### src/rtl/argmax_stream_ctrl.sv
// Serial argmax over one frame of N_CLASS sign-magnitude scores, one comparator, one beat per score handshake.
// Result valid 1 cycle after the last beat; producer may stall indefinitely, result holds until accepted.
module argmax_stream_ctrl #(
  parameter int BIT     = 16,
  parameter int N_CLASS = 10
) (
  input  logic           clk,
  input  logic           rst,
  input  logic           start,
  input  logic           abort,
  input  logic           score_valid,
  input  logic [BIT-1:0] score_data,
  output logic           score_ready,
  output logic           result_valid,
  input  logic           result_ready,
  output logic [3:0]     result_index,
  output logic [BIT-1:0] result_max,
  output logic           sat_seen,
  output logic           busy
);

  localparam logic [BIT-1:0] SENT = {1'b1, {(BIT-1){1'b0}}};
  localparam logic [3:0]     LAST = 4'(N_CLASS - 1);

  typedef enum logic [1:0] {S_IDLE, S_COLLECT, S_DONE} state_t;

  state_t         r_state;
  state_t         w_next;
  logic [3:0]     r_cnt;
  logic [BIT-1:0] r_max;
  logic [3:0]     r_idx;
  logic           r_sat;
  logic [BIT-1:0] r_res_max;
  logic [3:0]     r_res_idx;
  logic           r_res_sat;

  logic           w_beat;
  logic           w_last;
  logic           w_clear;
  logic           w_take;
  logic [3:0]     w_digit;
  logic [BIT-1:0] w_upd_max;
  logic [3:0]     w_upd_idx;
  logic           w_upd_sat;

  // Sentinel is sticky: once held nothing displaces it; ties keep the incumbent.
  function automatic logic f_better(input logic [BIT-1:0] cur, input logic [BIT-1:0] nw);
    logic res;
    res = 1'b0;
    if (cur == SENT)
      res = 1'b0;
    else if (nw == SENT)
      res = 1'b1;
    else if (!nw[BIT-1] && cur[BIT-1])
      res = 1'b1;
    else if (nw[BIT-1] == cur[BIT-1])
      res = nw[BIT-1] ? (nw[BIT-2:0] < cur[BIT-2:0]) : (nw[BIT-2:0] > cur[BIT-2:0]);
    return res;
  endfunction

  assign w_beat    = score_valid && (r_state == S_COLLECT);
  assign w_last    = w_beat && (r_cnt == LAST);
  assign w_clear   = (r_state == S_IDLE && start) ||
                     (r_state == S_DONE && !abort && result_ready && start);
  assign w_digit   = LAST - r_cnt;
  assign w_take    = (r_cnt == 4'd0) || f_better(r_max, score_data);
  assign w_upd_max = w_take ? score_data : r_max;
  assign w_upd_idx = w_take ? w_digit : r_idx;
  assign w_upd_sat = r_sat || (score_data == SENT);

  always_ff @(posedge clk) begin
    if (rst) r_state <= S_IDLE;
    else     r_state <= w_next;
  end

  always_comb begin
    w_next = r_state;
    case (r_state)
      S_IDLE:    if (start) w_next = S_COLLECT;
      S_COLLECT: begin
        if (abort)       w_next = S_IDLE;
        else if (w_last) w_next = S_DONE;
      end
      S_DONE: begin
        if (abort)             w_next = S_IDLE;
        else if (result_ready) w_next = start ? S_COLLECT : S_IDLE;
      end
      default:   w_next = S_IDLE;
    endcase
  end

  always_comb begin
    score_ready  = (r_state == S_COLLECT);
    result_valid = (r_state == S_DONE);
    busy         = (r_state != S_IDLE);
  end

  always_ff @(posedge clk) begin
    if (rst) begin
      r_cnt     <= '0;
      r_max     <= '0;
      r_idx     <= '0;
      r_sat     <= 1'b0;
      r_res_max <= '0;
      r_res_idx <= '0;
      r_res_sat <= 1'b0;
    end else begin
      if (w_clear) begin
        r_cnt <= '0;
        r_max <= '0;
        r_idx <= '0;
        r_sat <= 1'b0;
      end else if (w_beat && !abort) begin
        r_cnt <= r_cnt + 4'd1;
        r_max <= w_upd_max;
        r_idx <= w_upd_idx;
        r_sat <= w_upd_sat;
      end
      // Result registers only move on a completed frame, so an abort leaves the last report visible.
      if (w_last && !abort) begin
        r_res_max <= w_upd_max;
        r_res_idx <= w_upd_idx;
        r_res_sat <= w_upd_sat;
      end
    end
  end

  assign result_index = r_res_idx;
  assign result_max   = r_res_max;
  assign sat_seen     = r_res_sat;

endmodule

### config.mk
export PLATFORM = sky130hd
export DESIGN_NAME = argmax_stream_ctrl
export DESIGN_NICKNAME = d
export VERILOG_FILES = /design/src/rtl/argmax_stream_ctrl.sv
export SDC_FILE = /design/constraint.sdc
export NUM_CORES = 1
export LEC_CHECK = 0
export CELL_PAD_IN_SITES_DETAIL_PLACEMENT = 1
export CELL_PAD_IN_SITES_GLOBAL_PLACEMENT = 1
export CORE_MARGIN = 2
export CORE_UTILIZATION = 42
export DETAILED_ROUTE_END_ITERATION = 10
export PLACE_DENSITY_LB_ADDON = 0.08
export SETUP_SLACK_MARGIN = 0.3
export SLEW_MARGIN = 40
export SYNTH_ARGS = -nofsm -noshare
export SYNTH_HDL_FRONTEND = slang
export SYNTH_SLANG_ARGS = --single-unit
### constraint.sdc
create_clock -name clk -period 3.6 [get_ports clk]
set_input_delay 0.72 -clock clk [delete_from_list [all_inputs] [get_ports clk]]
set_output_delay 0.72 -clock clk [all_outputs]
set_load 0.03 [all_outputs]
==> metrics.yaml <==
run_status:
  status: "completed"
pwr:
  p_clk_frac: 0.316
  p_sw_frac: 0.284
  p_leak_nw: 1.29
  total_power_mw: 1.04
  internal_power_mw: 0.743
  p_switching_mw: 0.295
  power_frac_seq: 0.520
  peakVddDrop_mv: 0.156
  power_density_mw_per_mm2: 279
  comb_power_share: 0.164
hold_path:
  hp-class: "flip-flop to flip-flop"
flow_run:
  maxCapViolCount: 0
synth:
  synth_cells: 363
  synth_nets: 405
  synth_ff_type: "dfxtp_1"
  ys_seq_elements: 48
  avgSynthCellArea_um2: 8.26
  synthTopCellsByArea: "dfxtp_1, ha_1, mux2i_1"
  synth_area_mm2: 0.00300
  yosysSeqAreaShare: 0.321
  yosysMostFrequentCell: "dfxtp_1"
  synth_edf_count: 0
  synth_common_cells: "dfxtp_1, nand2_1, nor2_1, ha_1, inv_1"
  yosys_warnings: 0
  synth_top_area_frac: 0.321
  async_flop_share: 0
  synth_top_area_cell: "dfxtp_1"
  ys_types: 43
finish:
  ff_latch_area_um2: 961
  syn2layout_area_growth_pct: 24.1
  stdcell_count: 509
  finalNetCount: 454
  diodes: 0
  final_area_mm2: 0.00372
  multi_input_area_mm2: 0.00185
  drive_gt1_frac: 0.0944
  fillCellCount: 849
placed_design:
  place_inst: 501
  io_buffers: 45
  dp_hpwl_um: 7060
  gp_congestion: 0.900
  dpl-instance-area_mm2: 0.00363
worst_setup_path:
  worst-path-max-fanout: 14
  start_kind: "input pin"
  crit_path_end_kind: "flip-flop"
  required_ns: 3.84
  critPathMaxStageDelay_ns: 0.54
  slowest_stage: "a2111oi_4"
  path_cells: "clkdlybuf4s50_1 > ha_1 > a21oi_1 > o21ai_1 > a2111oi_4 > a21oi_2 > a21boi_2 > buf_4 > mux2i_1"
  path_class: "input pin to flip-flop"
  cp_data_arrival_time_ns: 3.28
clock_network:
  cts_tree: "yes"
  clkTransAtPathRegs_ns: 0.09
  cts_max_path_buffers: 2
  cts.sinks: 48
  clock_latency_ns: 0.31
  htreeDepth: 2
  post_cts_resized: 0
  cts_hold_buf: 0
  cts-root-buf: "clkbuf_8"
  cts_setup_buffers: 0
  cts_buffers: 5
sta:
  max-slew-margin-rel: 0.658
  rsz0062_at_grt: "false"
  drv_slew: 0
  timing.hold.ws_ns: 0.474
  fin_crit_sh: 0.845
  period_minus_slack_ns: 3.04
  fmax_mhz: 329
  skew_ns: 0.0113
  finalSetupTns_ns: 0
  setup_violations: 0
  hold_viol_final: 0
  worstMarginPinSlew_ns: 0.508
die:
  die_y_um: 88.5
  core.rowCount: 30
  core_area_mm2: 0.00683
  start_util: 0.439
  pin_count: 46
  die_area_mm2: 0.00783
  chipWidth_um: 88.5
global_route:
  track_usage: 0.249
  grt-busiest-layer: "met2"
  grt_pass1_wl_um: 14900
  grt_max_degree: 40
  grt_pass1_vias: 2918
  grtUsageMet1: 0.332
  antenna_found_initial: 0
  grtUsageMet2: 0.414
  use_met3: 0.0448
  grt_remaining_overflow: 0
route:
  vias: 3006
  antenna_left: 0
  drt-vias-per-instance: 5.91
  firstDrtPassIters: 4
  post_drt_wl_per_cell_um: 18.2
  drt-total-wl_um: 9250
  first_iter_violations: 143
  drc_errors: 0
## cell families (layout without fill, tap and decap cells)
group | Yosys count | count (layout) | share of synthesized area
adders and majority gates | 20 | 20 | 0.0835
and+or+nand+nor | 114 | 114 | 0.180
muxes | 19 | 19 | 0.0635
buffers and inverters | 46 | 96 | 0.0630
DFF | 48 | 48 | 0.321
xor gates and xnor gates | 4 | 4 | 0.0117
AOI/OAI and AO/OA | 112 | 112 | 0.278
## layout by cell type (no fill, tap or decap), drive strengths merged, types with 5 or more instances in the layout
master / count
o2111ai: 16
nand4: 5
clkdlybuf4s50: 45
buf: 23
nor4: 7
inv: 20
a211oi: 15
a21oi: 17
a311oi: 7
mux2i: 19
dfxtp: 48
nand3b: 7
nor2: 26
o21bai: 10
clkbuf: 5
a31oi: 11
nand2: 46
ha: 20
o21ai: 7
a22oi: 17
nand3: 8
## path summary, 6_finish.rpt
kind,start,endpoint,slack [ns],cells past startpoint
worst max-delay path,score_data[10],r_max[14],0.56,9
worst min-delay path,r_idx[3],r_idx[3],0.47,2
worst max register to register,r_cnt[0],result_index[1],0.88,10
worst min register to register,r_idx[3],r_idx[3],0.47,2
## state kept, by name, summed over array words and instances, names as in the netlist
signal and count:
r_idx 4, r_state 2, sat_seen 1, result_max 16, r_cnt 4, r_sat 1
result_index 4, r_max 16
## worst max-delay path, delay by kind of cell
kind / cells / cell delay [ns]
AOI/OAI and AO/OA: 5 / 1.17
buffers and inverters: 2 / 0.78
adders and majority gates: 1 / 0.37
muxes: 1 / 0.23
## area by class of cell
type	count	share of cell area
multi-input cells	269	0.498
flip-flops and latches	48	0.258
repair buffers	68	0.168
well taps	96	0.0323
inverters	20	0.0202
clock buffers	5	0.0185
clock inverters	3	0.00505
## layer usage
| layer | vias up | part of all wire |
|---|---|---|
| met3 | 10 | 0.050 |
| met1 | 1466 | 0.46 |
| li1 | 1448 | - |
| met2 | 82 | 0.48 |
| met4 | 0 | 0.011 |
| met5 | - | 0 |
## power groups by stage
stage / clock [mW] / combinational [mW] / sequential, mW
global route: 0.362 / 0.186 / 0.541
global placement: 0 / 0.164 / 0.552
floorplan: 0 / 0.0968 / 0.550
detailed placement: 0 / 0.169 / 0.552
finish: 0.328 / 0.171 / 0.540
CTS: 0.340 / 0.170 / 0.540
## metrics by stage
stage,utilization,setup WS (ns)
finish,0.544,0.559
global route,0.544,0.375
CTS,0.544,0.535
detailed placement,0.532,0.203
global placement,0.532,0.343
floorplan,-,0.981
(Power assumes the default switching activity.)
